## src/rtl/mem_arbiter.sv

```systemverilog
// mem_arbiter: shares one single-ported, fixed-latency memory between instruction fetch and
// load/store. Data port wins by default; a starvation counter forces a fetch grant periodically.
module mem_arbiter #(
  parameter int MEM_LAT      = 2,
  parameter int STARVE_LIMIT = 4
) (
  input  logic        clk,
  input  logic        reset,
  input  logic        if_req,
  input  logic [31:0] if_addr,
  output logic [31:0] if_rdata,
  output logic        if_ready,
  output logic        if_stall,
  input  logic        d_req,
  input  logic        d_we,
  input  logic [3:0]  d_be,
  input  logic [31:0] d_addr,
  input  logic [31:0] d_wdata,
  output logic [31:0] d_rdata,
  output logic        d_ready,
  output logic        d_stall,
  output logic        mem_en,
  output logic        mem_we,
  output logic [3:0]  mem_be,
  output logic [31:0] mem_addr,
  output logic [31:0] mem_wdata,
  input  logic [31:0] mem_rdata
);

  localparam int CNT_W = (MEM_LAT > 1) ? $clog2(MEM_LAT) : 1;
  localparam int SC_W  = ($clog2(STARVE_LIMIT + 1) > 3) ? $clog2(STARVE_LIMIT + 1) : 3;
  localparam logic OWN_I = 1'b0;
  localparam logic OWN_D = 1'b1;

  typedef enum logic [1:0] {IDLE, ISSUE, WAIT, DONE} state_t;

  state_t            state;
  state_t            state_nxt;
  logic              own;
  logic              we_q;
  logic [CNT_W-1:0]  lat_cnt;
  logic [SC_W-1:0]   starve_cnt;
  logic              starved;
  logic              grant_d;
  logic              grant_i;
  logic              capture;

  assign starved = (starve_cnt >= SC_W'(STARVE_LIMIT));
  assign capture = (state == WAIT) && (lat_cnt == '0);

  always_comb begin
    grant_d = 1'b0;
    grant_i = 1'b0;
    if (state == IDLE) begin
      if (d_req && (!starved || !if_req)) begin
        grant_d = 1'b1;
      end else if (if_req) begin
        grant_i = 1'b1;
      end
    end
  end

  always_ff @(posedge clk or negedge reset) begin
    if (!reset) begin
      state <= IDLE;
    end else begin
      state <= state_nxt;
    end
  end

  always_comb begin
    state_nxt = state;
    case (state)
      IDLE:    if (grant_d || grant_i) state_nxt = ISSUE;
      ISSUE:   state_nxt = WAIT;
      WAIT:    if (lat_cnt == '0) state_nxt = DONE;
      DONE:    state_nxt = IDLE;
      default: state_nxt = IDLE;
    endcase
  end

  always_comb begin
    mem_en   = (state == ISSUE);
    mem_we   = (state == ISSUE) && we_q;
    if_ready = (state == DONE) && (own == OWN_I);
    d_ready  = (state == DONE) && (own == OWN_D);
    if_stall = if_req && !if_ready;
    d_stall  = d_req && !d_ready;
  end

  // Access latch: the mem_* bus holds the last granted request between accesses.
  always_ff @(posedge clk or negedge reset) begin
    if (!reset) begin
      own       <= OWN_I;
      we_q      <= 1'b0;
      mem_addr  <= '0;
      mem_be    <= '0;
      mem_wdata <= '0;
    end else if (grant_d) begin
      own       <= OWN_D;
      we_q      <= d_we;
      mem_addr  <= d_addr;
      mem_be    <= d_be;
      mem_wdata <= d_wdata;
    end else if (grant_i) begin
      own       <= OWN_I;
      we_q      <= 1'b0;
      mem_addr  <= if_addr;
      mem_be    <= 4'hF;
      mem_wdata <= '0;
    end
  end

  always_ff @(posedge clk or negedge reset) begin
    if (!reset) begin
      starve_cnt <= '0;
    end else if (grant_d) begin
      if (!if_req) begin
        starve_cnt <= '0;
      end else if (!starved) begin
        starve_cnt <= starve_cnt + 1'b1;
      end
    end else if (grant_i) begin
      starve_cnt <= '0;
    end
  end

  always_ff @(posedge clk or negedge reset) begin
    if (!reset) begin
      lat_cnt <= '0;
    end else if (state == ISSUE) begin
      lat_cnt <= CNT_W'(MEM_LAT - 1);
    end else if ((state == WAIT) && (lat_cnt != '0)) begin
      lat_cnt <= lat_cnt - 1'b1;
    end
  end

  // Stores leave both read registers untouched.
  always_ff @(posedge clk or negedge reset) begin
    if (!reset) begin
      if_rdata <= '0;
      d_rdata  <= '0;
    end else if (capture && !we_q) begin
      if (own == OWN_D) begin
        d_rdata <= mem_rdata;
      end else begin
        if_rdata <= mem_rdata;
      end
    end
  end

endmodule

```

## config.mk

```make
export PLATFORM = sky130hd
export DESIGN_NAME = mem_arbiter
export DESIGN_NICKNAME = d
export VERILOG_FILES = /design/src/rtl/mem_arbiter.sv
export SDC_FILE = /design/constraint.sdc
export NUM_CORES = 1
export LEC_CHECK = 0
export BUFFER_PORTS_ARGS = -buffer_cell sky130_fd_sc_hd__buf_4
export CAP_MARGIN = 30
export CORE_UTILIZATION = 50
export DETAILED_ROUTE_END_ITERATION = 8
export GPL_TIMING_DRIVEN = 0
export PLACE_DENSITY = 0.83
export SLEW_MARGIN = 20
export SYNTH_ARGS = -nofsm -noshare
export SYNTH_HDL_FRONTEND = slang
export SYNTH_SLANG_ARGS = --single-unit
```

## constraint.sdc

```tcl
create_clock -name clk -period 3.1 [get_ports clk]
set_input_delay 0.31 -clock clk [delete_from_list [all_inputs] [get_ports clk]]
set_output_delay 0.31 -clock clk [all_outputs]
set_load 0.01 [all_outputs]
```

-- Yosys cells after proc, flatten, opt, wreduce, memory -nomap -nowiden
Index checks and enable logic that the tools add are counted.
- flip-flop bits (word level): 140
- logic and storage cells: 67
- multiplexer cells: 23
- magnitude comparators: 1
- equality and inequality tests: 6
- reductions and logical operators: 23
- add/sub/neg operators: 2
- bitwise gates (word level): 2
- operators by type and width (kind ; count):
    $mux W32 ; 4
    $mux W3 ; 4
    $mux W1 ; 10
    $logic_and A1 B1 Y1 ; 9
    $mux W4 ; 2
    $pmux W2 S4 ; 1
    $reduce_and A2 Y1 ; 4
    $logic_not A1 Y1 ; 5
    $eq A2 B2 Y1 const B ; 2
    $mux W2 ; 2
    $reduce_bool A2 Y1 ; 2
    $add A3 B1 Y3 const B ; 1
    $ge A3 B3 Y1 const B ; 1
    $ne A3 B3 Y1 const B ; 1
    $eq A2 B1 Y1 const B ; 1
    $logic_not A2 Y1 ; 1
    $logic_or A1 B1 Y1 ; 2
    $ne A2 B1 Y1 const B ; 1
    $ne A2 B2 Y1 const B ; 1
    $not A1 Y1 ; 2
    $sub A1 B1 Y1 const B ; 1

-- Logic depth before layout (Yosys ltp)
- depth after elaboration: 9
- gate-level depth with buffers: 8
- mapped depth without buffers: 5

-- Least setup slack after synthesis
Ideal clock, no wire load.
- path kind: register -> register
- start: reg state[0]
- end: reg d_rdata[10]
- required time: 2975 ps
- setup time: 125 ps
- cell stages (with the launch flop): 7
- arrival time: 1717 ps
- setup slack: 1258 ps
- cell sequence: dfrtp_1 -> inv_1 -> ha_1 -> inv_1 -> nor4_4 -> buf_6 -> mux2_4
- word-level cells in the longest chain between the ends: 4
- RTL lines (element ; line ; source):
    start: declaration ; 37 ; state_t state;
    start signal: assignment ; 67 ; state <= state_nxt;
    $eq A2 B2 Y1 ; 49 ; assign capture = (state == WAIT) && (lat_cnt == '0);
    $logic_and A1 B1 Y1 ; 49 ;
    $logic_and A1 B1 Y1 ; 143 ; end else if (capture && !we_q) begin
    $reduce_and A2 Y1 (no line) ; n/a ;
    end signal: assignment ; 145 ; d_rdata <= mem_rdata;
    end: declaration ; 19 ; output logic [31:0] d_rdata,
No other way between the ends.
A chain may end at the register's enable or synchronous reset.

-- Worst setup path in the final report
- start: reg state[0]
- end: reg mem_addr[26]
- word-level cells in the longest chain between the ends: 3
- elaborated cells on any way between the ends: 5
- classes of those cells: mux: 3; reduce/logical: 2
- RTL lines (element ; line ; source):
    $logic_not A2 Y1 * ; 54 ; if (state == IDLE) begin
    $mux W1 ; 54 ;
    $mux W32 or $reduce_bool A2 Y1 (tied branches) ; n/a ;
    end signal: assignment ; 102 ; mem_addr <= d_addr;
    end signal: assignment ; 108 ; mem_addr <= if_addr;
    end: declaration ; 25 ; output logic [31:0] mem_addr,
Mark *: on every way between the ends. The rest lies on a longest branch, timed or not.

==> run summary <==
Status -> finished, final reports clean
Max-cap violations -> 0
Power Total -> 9.53 mW
Hold Violations, Final -> 0
Root Buffer -> clkbuf_16
Cell Area, Synth -> 0.00574 mm2
GRT overflow -> 0
Setup bufs post-CTS -> 0
WHS Path Cells -> 2
Gpl congestion -> 0.815
WS Path Type -> reg -> reg
Synthesis warning total -> 0
Unique cell type count in the Yosys netlist -> 32
Detailed Route Iter0 Violations -> 302
Seq/Total Area, Yosys -> 0.610
P_leak -> 4.33 nW
Min Hold Slack -> 112 ps
Via count -> 4893
Hold/Removal Path Class -> in -> reg
HPWL after DPL -> 11.9 mm
Required time worst endpoint -> 3430 ps
Worst VDD drop -> 712 uV
Nets@finish -> 875
GRT Overall Usage -> 0.286
Vias/cell -> 5.53
Worst r2r src -> state[0]
Largest net degree at the start of global routing -> 72
Pwr/cell area -> 1090 mW/mm2
Reg-to-reg endpoint -> mem_addr[26]
Synth Area per Inst -> 13.1 um2
Wl on met1 -> 6.24 mm
DRC Markers -> 0
Worst slew pin tran -> 540 ps
Slew HR -> 0.638
Setup TNS Final -> 0 ps
Area Growth Syn to Fin -> 51.7%
Num CTS Buffers -> 17
Placed instance area -> 0.00800 mm2
Clock Skew -> 6.80 ps
Drt pass-1 iters -> 5
Final antenna-violating net count -> 0
Met2 wire len -> 8.72 mm
Wire per inst -> 19.1 um
Max Used Layer -> met4
Placed cells -> 852
Sink Count -> 140
Critical Path Fanout Max -> 10
Mapped Nets -> 581
Fin crit share -> 0.680
Critical Path Sink Type -> register
FF+latch count, synth -> 140
WL met3 -> 1.50 mm
Clock Latency Late Sink -> 420 ps
Layout cells sized above 1 -> 0.525
Die H -> 109 um
Max-slew violation count -> 0
Final Worst Setup Slack -> 991 ps
Core area -> 0.0110 mm2
Htree depth -> 4
Vias in the first global route -> 4866
Critical Path Source Type -> register
Reg2reg setup slack -> 990 ps
Initial Util -> 0.521
Site Rows -> 38
Hold path startpoint -> d_we
Initial antenna violation count -> 0
Post-Layout Inst Area -> 0.00871 mm2
PortBufs -> 273
Pre-CTS setup slack -> 1020 ps
Mapped Cells -> 438
Tmin final -> 2110 ps
Fmax -> 474 MHz
First-pass GRT wire length -> 25.3 mm
Final core utilization -> 0.790
# IOs -> 275
Reg2Reg Depth -> 8
Clock Tree Buf Depth -> 2
CTS tree -> yes
Die Wd -> 109 um
Clock-pin slew on the worst setup and hold paths -> 60 ps
Hold endpoint -> we_q
Non-Filler Instances -> 885
Antenna cells -> 0
DIE AREA -> 0.0119 mm2
WL final -> 16.9 mm
Final Setup Violations -> 0
RSZ-0062 raised after global routing -> false
WP data arrival -> 2440 ps
==> per-layer routing <==
metal / vias to the layer above / global-route usage
met5: - / 0
met4: 0 / 0.118
met3: 42 / 0.101
met2: 264 / 0.494
met1: 2429 / 0.321
li1: 2158 / -
==> logic make-up after synthesis <==
family | synth area share
flip-flops | 0.610
AND/OR/NAND/NOR | 0.0407
multiplexers | 0.147
buffers and inverters | 0.0351
adder cells (fa/ha/maj) | 0.0131
AO/OA/AOI/OAI | 0.154
==> cell usage after synthesis (all sizes together) <==
| master | n | share of area |
|---|---|---|
| a21o | 1 | 0.0013 |
| nand4 | 1 | 0.0011 |
| a32o | 1 | 0.0017 |
| dfrtp | 140 | 0.61 |
| inv | 5 | 0.0033 |
| and2b | 1 | 0.0015 |
| a21boi | 1 | 0.0020 |
| o21ai | 68 | 0.059 |
| nor2b | 1 | 0.0011 |
| nor4 | 2 | 0.0074 |
| a21bo | 1 | 0.0017 |
| o32a | 1 | 0.0017 |
| nor3b | 1 | 0.0013 |
| o22a | 3 | 0.0046 |
| clkbuf | 14 | 0.0092 |
| and2 | 3 | 0.0035 |
| mux2 | 65 | 0.15 |
| nand2 | 37 | 0.024 |
| nor2 | 1 | 0.00065 |
| a22o | 33 | 0.050 |
| a21oi | 33 | 0.029 |
| o31ai | 1 | 0.0013 |
| buf | 17 | 0.023 |
| o21a | 1 | 0.0013 |
| ha | 6 | 0.013 |
==> worst max path at each step <==
stage	from	endpoint	slack, ps	cells after the start
floorplan	state[0]	d_rdata[10]	1260	6
global placement	state[0]	d_rdata[26]	1060	6
detailed placement	state[0]	mem_addr[26]	1020	8
CTS	state[0]	mem_addr[26]	970	8
global route	state[0]	mem_addr[26]	850	8
finish	state[0]	mem_addr[26]	990	8
==> cell type report <==
cell class / count / area (um2)
Timing Repair Buffer: 275 / 2090
Clock inverter: 11 / 238
Tap cell: 140 / 175
Inverter: 5 / 18.8
Clock buffer: 21 / 460
Multi-Input combinational cell: 262 / 2040
Fill cell: 689 / 2320
Sequential cell: 140 / 3500
Buffer: 31 / 183
==> registers in the layout, indices dropped and copies added (netlist names) <==
name and flops:
d_rdata 32, if_rdata 32, mem_addr 32, mem_wdata 32
mem_be 4, starve_cnt 3, state 2, lat_cnt 1
own 1, we_q 1
==> worst max-delay path: stages (launching register included) <==
cell	delay, ps
dfrtp_1	400
inv_1	100
ha_1	230
buf_2	190
o21ai_1	320
buf_2	320
buf_2	260
nand2_1	110
o21ai_0	90
==> what timing repair did <==
action | 4_1_cts | 5_1_grt
hold buffers | 1 | 0
endpoints found under the hold margin | 69 | 0
endpoints found under the setup margin | 0 | 0
resized for setup | 0 | 0
==> power by group <==
| part | switching (mW) | leakage [nW] | internal [mW] | total (mW) |
|---|---|---|---|---|
| clock | 0.773 | 0.330 | 1.63 | 2.40 |
| sequential | 0.554 | 1.73 | 2.70 | 3.25 |
| combinational | 1.77 | 2.27 | 2.11 | 3.87 |
| total | 3.09 | 4.33 | 6.43 | 9.53 |
==> cells in the final DEF, fill, tap and decap left out, drive strengths merged, types with 2 or more instances in the layout <==
cell type | Yosys | final
a21oi | 33 | 33
a22o | 33 | 33
and2 | 3 | 3
buf | 17 | 291
bufinv | 0 | 7
clkbuf | 14 | 35
clkinvlp | 0 | 3
dfrtp | 140 | 140
ha | 6 | 6
inv | 5 | 5
mux2 | 65 | 65
nand2 | 37 | 37
nor4 | 2 | 2
o21ai | 68 | 68
o22a | 3 | 3
Power figures use the tool's default switching activity.
